===== src/rtl/dct_coef_deser.sv =====
// Serial-to-parallel deserialiser for the DCT core's coefficient stream.
// Collects MSB-first bits into signed words and tags each word with its
// index in the transform row and a last flag. Words are then buffered in a
// small first-word-fall-through FIFO that feeds the quantiser.
module dct_coef_deser #(
  parameter int COEF_W     = 16,
  parameter int FIFO_DEPTH = 4
) (
  input  logic              iClk,
  input  logic              iRst_n,
  input  logic              iSDAT,
  input  logic              iSVAL,
  input  logic [2:0]        iSize,
  input  logic              iCoefReady,
  input  logic              iClrErr,
  output logic [COEF_W-1:0] oCoef,
  output logic [4:0]        oCoefIdx,
  output logic              oLast,
  output logic              oCoefValid,
  output logic              oOverflow,
  output logic              oFrameErr
);

  localparam int CW = $clog2(COEF_W);
  localparam int AW = (FIFO_DEPTH > 1) ? $clog2(FIFO_DEPTH) : 1;
  localparam logic [CW-1:0] BIT_LAST = CW'(COEF_W - 1);

  typedef enum logic {IDLE, SHIFT} state_t;

  typedef struct packed {
    logic [COEF_W-1:0] coef;
    logic [4:0]        idx;
    logic              last;
  } entry_t;

  state_t            state, state_nxt;
  logic [COEF_W-1:0] shreg;
  logic [CW-1:0]     bitcnt;
  logic [1:0]        size_q;
  logic [4:0]        idx;
  logic [4:0]        last_idx;
  logic              shift_en, word_done, frame_err;

  entry_t            mem [FIFO_DEPTH];
  entry_t            head, push_ent;
  logic [AW-1:0]     wr_ptr, rd_ptr;
  logic [AW:0]       count;
  logic              full, empty, pop, push_ok, ovf_set;

  // Next-state and per-cycle strobes of the word framer
  always_comb begin
    state_nxt = state;
    shift_en  = 1'b0;
    word_done = 1'b0;
    frame_err = 1'b0;
    case (state)
      IDLE: begin
        if (iSVAL) begin
          shift_en  = 1'b1;
          state_nxt = SHIFT;
        end
      end
      SHIFT: begin
        if (iSVAL) begin
          shift_en = 1'b1;
          if (bitcnt == BIT_LAST) begin
            word_done = 1'b1;
            state_nxt = IDLE;
          end
        end else begin
          frame_err = 1'b1;
          state_nxt = IDLE;
        end
      end
      default: state_nxt = IDLE;
    endcase
  end

  // Framer state register
  always_ff @(posedge iClk or negedge iRst_n) begin
    if (!iRst_n) state <= IDLE;
    else         state <= state_nxt;
  end

  // Shift register, bit counter, row size and coefficient index
  always_ff @(posedge iClk or negedge iRst_n) begin
    if (!iRst_n) begin
      shreg  <= '0;
      bitcnt <= '0;
      size_q <= '0;
      idx    <= '0;
    end else begin
      if (shift_en) shreg <= {shreg[COEF_W-2:0], iSDAT};
      if (word_done || frame_err) bitcnt <= '0;
      else if (shift_en)          bitcnt <= bitcnt + 1'b1;
      // Row size is sampled only at the first bit of a row's first word
      if (state == IDLE && iSVAL && idx == 5'd0)
        size_q <= (iSize > 3'd3) ? 2'd3 : iSize[1:0];
      // Dropped words still advance idx so row alignment survives overflow
      if (word_done) idx <= (idx == last_idx) ? 5'd0 : idx + 5'd1;
    end
  end

  // N-1 for N = 4 << size_q
  always_comb begin
    case (size_q)
      2'd0:    last_idx = 5'd3;
      2'd1:    last_idx = 5'd7;
      2'd2:    last_idx = 5'd15;
      default: last_idx = 5'd31;
    endcase
  end

  assign push_ent.coef = {shreg[COEF_W-2:0], iSDAT};
  assign push_ent.idx  = idx;
  assign push_ent.last = (idx == last_idx);

  assign full    = (count == (AW+1)'(FIFO_DEPTH));
  assign empty   = (count == '0);
  assign pop     = !empty && iCoefReady;
  assign push_ok = word_done && (!full || pop);
  assign ovf_set = word_done && full && !pop;

  // FIFO storage; contents need no reset since the head is gated by empty
  always_ff @(posedge iClk) begin
    if (push_ok) mem[wr_ptr] <= push_ent;
  end

  // FIFO pointers and occupancy
  always_ff @(posedge iClk or negedge iRst_n) begin
    if (!iRst_n) begin
      wr_ptr <= '0;
      rd_ptr <= '0;
      count  <= '0;
    end else begin
      if (push_ok) wr_ptr <= wr_ptr + AW'(1);
      if (pop)     rd_ptr <= rd_ptr + AW'(1);
      case ({push_ok, pop})
        2'b10:   count <= count + 1'b1;
        2'b01:   count <= count - 1'b1;
        default: count <= count;
      endcase
    end
  end

  // Sticky error flags; a new event in the clear cycle keeps the flag set
  always_ff @(posedge iClk or negedge iRst_n) begin
    if (!iRst_n) begin
      oOverflow <= 1'b0;
      oFrameErr <= 1'b0;
    end else begin
      if (ovf_set)      oOverflow <= 1'b1;
      else if (iClrErr) oOverflow <= 1'b0;
      if (frame_err)    oFrameErr <= 1'b1;
      else if (iClrErr) oFrameErr <= 1'b0;
    end
  end

  assign head       = mem[rd_ptr];
  assign oCoefValid = !empty;
  assign oCoef      = empty ? '0   : head.coef;
  assign oCoefIdx   = empty ? 5'd0 : head.idx;
  assign oLast      = empty ? 1'b0 : head.last;

endmodule


===== config.mk =====
export PLATFORM = sky130hd
export DESIGN_NAME = dct_coef_deser
export DESIGN_NICKNAME = d
export VERILOG_FILES = /design/src/rtl/dct_coef_deser.sv
export SDC_FILE = /design/constraint.sdc
export NUM_CORES = 1
export LEC_CHECK = 0
export BUFFER_PORTS_ARGS = -buffer_cell sky130_fd_sc_hd__buf_4
export CAP_MARGIN = 15
export CORE_ASPECT_RATIO = 1.2
export CORE_MARGIN = 8
export CORE_UTILIZATION = 56
export DETAILED_ROUTE_END_ITERATION = 10
export MAX_ROUTING_LAYER = met4
export PLACE_DENSITY = 0.75
export SETUP_SLACK_MARGIN = 0.02
export SLEW_MARGIN = 5
export SYNTH_ARGS = -nofsm -noshare
export SYNTH_HDL_FRONTEND = slang
export SYNTH_SLANG_ARGS = --single-unit

===== constraint.sdc =====
create_clock -name iClk -period 5.8 [get_ports iClk]
set_input_delay 0.58 -clock iClk [delete_from_list [all_inputs] [get_ports iClk]]
set_output_delay 0.58 -clock iClk [all_outputs]
set_load 0.005 [all_outputs]

Word level (Yosys, flattened, before mapping)
Memory sizes are Yosys's and may differ from the RTL's.
Index checks and enable logic that the tools add are counted.
{"block": "word_totals", "input_bits": 9, "rom_bits": 0, "output_inout_bits": 25, "mem_count": 1, "ram_bits": 88, "regBits": 36, "latchBits": 0}
{"block": "op_classes", "div": 0, "reduce_logical": 18, "n_bitwise": 1, "magnitude_cmp": 1, "muxes": 23, "n_mul": 0, "n_eq_ne": 7, "n_shift": 0, "addsub": 6}
{"name": "mem", "words": 4, "word_bits": 22, "rd": 1, "rd_clocked_by_memory_dff": 0, "wr": 1, "line": "44", "text": "entry_t mem [FIFO_DEPTH];"}
{"op": "two-way mux 16 bit", "count": 1}
{"op": "case mux 5 bit (3 select lines)", "count": 1}
{"op": "two-way mux 1 bit", "count": 14}
{"op": "two-way mux 5 bit", "count": 2}
{"op": "two-way mux 4 bit", "count": 2}
{"op": "nonzero test 2 bit", "count": 4}
{"op": "logical AND 1 bit", "count": 6}
{"op": "case mux 3 bit (2 select lines)", "count": 1}
{"op": "adder 5 x 1 -> 5 bit, second input constant", "count": 1}
{"op": "equality test 5 bit", "count": 1}
{"op": "zero test 5 bit", "count": 1}
{"op": "adder 2 x 1 -> 2 bit, second input constant", "count": 2}
{"op": "adder 4 x 1 -> 4 bit, second input constant", "count": 1}
{"op": "equality test 2 x 1 -> 1 bit, second input constant", "count": 2}
{"op": "equality test 2 bit, second input constant", "count": 2}
{"op": "equality test 4 bit, second input constant", "count": 1}
{"op": "adder 3 x 1 -> 3 bit, second input constant", "count": 1}
{"op": "equality test 3 bit, second input constant", "count": 1}
{"op": "> comparator 3 x 2 -> 1 bit, second input constant", "count": 1}
{"op": "zero test 1 bit", "count": 3}
{"op": "zero test 3 bit", "count": 1}
{"op": "subtractor 3 x 1 -> 3 bit, second input constant", "count": 1}
{"op": "zero test 2 bit", "count": 1}
{"op": "logical OR 1 bit", "count": 2}
{"op": "3 further kinds", "count": 3}

Logic depth before layout (Yosys ltp)
{"block": "depth", "depth_word": 7, "ltp_mapped": 11, "ltp_nobuf": 11}

Least setup slack after synthesis
No wires, ideal clock.
{"block": "synth_timing", "path_type": "input-to-reg", "start": "in iCoefReady", "end": "reg count[2]", "setup_slack_ns": 3.514, "required_ns": 5.721, "arrival_ns": 2.207, "stages": 9, "path_cell_list": "or4b_4 > nor2b_4 > inv_1 > ha_1 > inv_1 > fa_1 > xor2_1 > nor2_1 > xor2_1"}
{"block": "synth_between", "elab_chain_len": 5, "elab_cells_between_ends": 7, "classes_between": "2 x eq/ne; 1 x mux; 4 x reduce/logical"}
{"element": "from (decl)", "line": "14", "text": "input logic iCoefReady,"}
{"element": "logical AND 1 bit *", "line": "120", "text": "assign pop = !empty && iCoefReady;"}
{"element": "logical OR 1 bit", "line": "121", "text": "assign push_ok = word_done && (!full || pop);"}
{"element": "logical AND 1 bit", "line": "121"}
{"element": "equality test 2 x 1 -> 1 bit / equality test 2 bit (equally long branches)", "line": "138", "text": "case ({push_ok, pop})"}
{"element": "case mux 3 bit (2 select lines) / nonzero test 2 bit (equally long branches)"}
{"element": "to (signal assigned)", "line": "139", "text": "2'b10: count <= count + 1'b1;"}
{"element": "to (signal assigned)", "line": "140", "text": "2'b01: count <= count - 1'b1;"}
{"element": "to (signal assigned)", "line": "141", "text": "default: count <= count;"}
{"element": "to (decl)", "line": "47", "text": "logic [AW:0] count;"}
Every way passes the cells marked *; elsewhere a longest branch is shown, timed or not.
A chain may end at the register's enable or synchronous reset.

Worst setup path in the final report
{"block": "layout_timing", "start": "reg rd_ptr[0]", "end": "out oCoefIdx[1]"}
{"block": "layout_between", "elab_chain_len": 2}
{"element": "from (decl)", "line": "46", "text": "logic [AW-1:0] wr_ptr, rd_ptr;"}
{"element": "from (signal assigned)", "line": "137", "text": "if (pop) rd_ptr <= rd_ptr + AW'(1);"}
{"element": "memory (4 x 22 bit)"}
{"element": "two-way mux 5 bit", "line": "162", "text": "assign oCoefIdx = empty ? 5'd0 : head.idx;"}
{"element": "to (decl)", "line": "17", "text": "output logic [4:0] oCoefIdx,"}
No other way between the ends.

==> results by group <==
Run status
  – Status: finished clean

GRT
  – First-pass GRT wire length: 14,010 microns
  – Tot GR Track Use: 16.04%
  – Initial antenna violation count: 0
  – Largest net degree at the start of global routing: 37
  – GRT overflow: 0
  – Vias in the first global route: 2,702

Layout
  – Area growth syn-to-layout: 16.55%
  – Share of cells above drive strength 1: 30.18%
  – Sequential cell area: 3543 sq um
  – Fillers: 633
  – Design area: 5869 sq um
  – Fin nets: 344
  – # diodes: 0
  – Area of the multi-input gates: 1375 sq um

Clock tree
  – Number of setup buffers added after CTS: 0
  – CTS tree: built
  – CTS root buffer: clkbuf_8
  – Clk_lat worst skew: 510 ps
  – Clock slew at reported path FFs: 50 ps
  – Max clock buf depth: 2
  – Clk sink count: 124
  – Cts bufs inserted: 17
  – Htree depth: 4
  – Post-cts gate resize count: 0
  – Hold-fix buffers, CTS: 0

STA
  – Minimum clock period after layout: 3034 ps
  – Fin Hold WS: 28.67 ps
  – Fmax: 329.5 MHz
  – Tcrit/Tclk final: 52.32%
  – Clock Skew: 6.648 ps
  – Max Slew Vio Count: 0
  – Final Hold Fails: 0
  – Final setup fails: 0
  – Slew HR: 31.68%
  – Unrepaired setup endpoints after global routing: false
  – Setup TNS: 0 ps
  – Worst-margin pin slew: 1025 ps

Power
  – PnR Total Power: 2.640 mW
  – Clk pwr share: 32.8%
  – Lkg Pwr: 2.123 nW
  – Pint: 1.970 mW
  – Switching Fraction: 25.37%
  – Switch Pwr: 0.6696 mW
  – Logic pwr share: 21.7%
  – Pwr Density: 449.7 nW/um^2
  – Worst vdd ir: 0.0002569 V
  – Register share of total power: 45.5%

Synthesis
  – Synthesized flop and latch total: 124
  – Mapped Cells: 283
  – Sequential-to-total area share from yosys stat: 70.36%
  – Ys Warns: 0
  – Cell area after synthesis: 5036 sq um
  – Net count after synthesis: 301
  – Avg Cell Area, Syn: 17.80 sq um
  – Synth cell types: 38

Setup path
  – Most frequent CP cell: buf_4
  – Cells on worst reg2reg path: 8
  – Worst EP required: 5220 ps
  – Crit. Startpoint: rd_ptr[0]
  – CP peak stage delay: 670 ps
  – Slowest CP cell: dfrtp_1
  – Worst EP arrival: 2450 ps
  – CP Max Fanout: 15
  – R2R Setup Slk: 3310 ps
  – Setup CP Type: flop to output pin
  – Reg2reg end: count[2]
  – Worst Setup End Kind: output pin
  – Worst-path cell chain: buf_4 > mux4_2 > and2_1 > buf_4
  – Startpoint types: flop
  – R2r startpoint: count[0]

Floorplanning
  – Top Ports: 34
  – Rows: 38
  – Die footprint: 12,300 sq um
  – Die X-Extent: 102.6 microns
  – Die H: 119.9 microns
  – Core footprint: 8891 sq um
  – Initial Util: 56.64%

Detailed routing
  – Vias/cell: 5.456
  – Post-route DRC: 0
  – Antenna-violating nets left: 0
  – WL final: 8283 microns
  – Routed via count: 2,499
  – Initial DRC count: 103
  – DR WL/cell: 18.09 microns
  – DR pass1 iterations: 4

Placed design
  – DP HPWL: 4944 microns
  – RePlAce Congestion: 0.7349
  – IO Port Bufs: 33
  – Area post-placement: 5380 sq um

Min path
  – Hold crit path type: input port to async pin

Flow run
  – Max-cap violations: 0
worst max path at each step:
stage | slack (ps) | depth (start not counted) | end
after floorplan | 3510 | 9 | count[2]
after global placement | 3250 | 4 | oCoefIdx[4]
after detailed placement | 3230 | 8 | count[2]
after CTS | 2670 | 4 | oCoefIdx[1]
after global routing | 2570 | 4 | oCoef[14]
final | 2770 | 4 | oCoefIdx[1]
cells in the final DEF (no fill, tap or decap), types with 2 or more instances in the layout:
cell type	instances
a21boi_0	2
a21oi_1	5
and2_1	23
and2_2	4
buf_4	34
clkbuf_1	6
clkbuf_16	16
clkbuf_8	3
clkinv_1	4
clkinv_2	2
dfrtp_1	36
edfxtp_1	88
ha_1	8
inv_1	15
mux2_2	17
mux4_2	22
nand2_1	5
nand3_1	4
nand4_1	3
nor2_1	2
nor4_1	2
o21ai_0	11
o22ai_1	2
or3_1	3
xnor2_1	3
xor2_1	4
worst max-delay path: cells and delay by family, from the launching register on:
family,cells,cell delay (ps)
mux,1,550
simple gates,1,180
buf+inv,2,540
flops,1,670
stage by stage:
| step | util, % | setup slack (ps) | std cells |
|---|---|---|---|
| floorplan | - | 3514 | 283 |
| global placement | 60.51 | 3246 | 427 |
| detailed placement | 60.51 | 3235 | 427 |
| CTS | 66.01 | 2674 | 458 |
| global route | 66.01 | 2570 | 458 |
| finish | 66.01 | 2766 | 458 |
routing by layer:
metal  wire [microns]  vias to the layer above  track usage, %
met3              464                       15           5.968
met4              167                        0           6.440
li1                 -                     1164               -
met5                0                        -               -
met1             3464                     1261           18.53
met2             4186                       59           24.74
flip-flops by register name (all words and copies together) (netlist names):
name and cells:
shreg 15, state 1, bitcnt 4, rd_ptr 2
mem 88, oFrameErr 1, idx 5, size_q 2
wr_ptr 2, oOverflow 1, count 3
cell usage after synthesis (all sizes together):
master	instances	area share, %
edfxtp	88	52
dfrtp	36	18
and2	27	3.5
mux4	22	9.8
mux2	18	4.1
inv	15	1.1
o21ai	11	1.1
ha	8	2.0
buf	7	0.99
a21oi	5	0.50
nand2	5	0.37
nand3	5	0.75
xor2	4	0.70
clkbuf	3	0.22
nand4	3	0.37
or3	3	0.37
xnor2	3	0.52
a21boi	2	0.30
nor2	2	0.15
nor4	2	0.25
o22ai	2	0.25
a21o	1	0.15
a22o	1	0.17
a31oi	1	0.12
and3	1	0.12
and4	1	0.17
fa	1	0.40
mux2i	1	0.20
nor2b	1	0.27
nor3	1	0.099
nor4b	1	0.17
o211ai	1	0.15
or4b	1	0.27
kinds of logic (layout without fill, tap and decap cells):
kind of cell | Yosys count | count (layout) | synth area share (%)
flip-flops | 124 | 124 | 70.36
AND/OR/NAND/NOR | 53 | 53 | 6.832
multiplexers | 41 | 41 | 14.14
buffers and inverters | 25 | 80 | 2.335
AO/OA/AOI/OAI | 24 | 24 | 2.733
adder cells (fa/ha/maj) | 9 | 9 | 2.385
XOR/XNOR | 7 | 7 | 1.217
power by group through the flow:
stage | clock [mW] | combinational (mW) | sequential, mW
after floorplan | 0 | 0.417 | 1.14
after global placement | 0 | 0.577 | 1.21
after detailed placement | 0 | 0.586 | 1.22
after CTS | 0.887 | 0.592 | 1.20
after global routing | 0.929 | 0.636 | 1.22
final | 0.867 | 0.572 | 1.20
area by class of cell:
cell class,count,area share [%]
timing repair buffer,34,4.349
inverter,15,0.9593
tap,120,2.558
sequential,124,60.37
clock inverter,6,0.4263
multi-input combinational,134,23.43
clock buffer,25,7.909
Note: power is estimated with default switching activity, not from simulation.
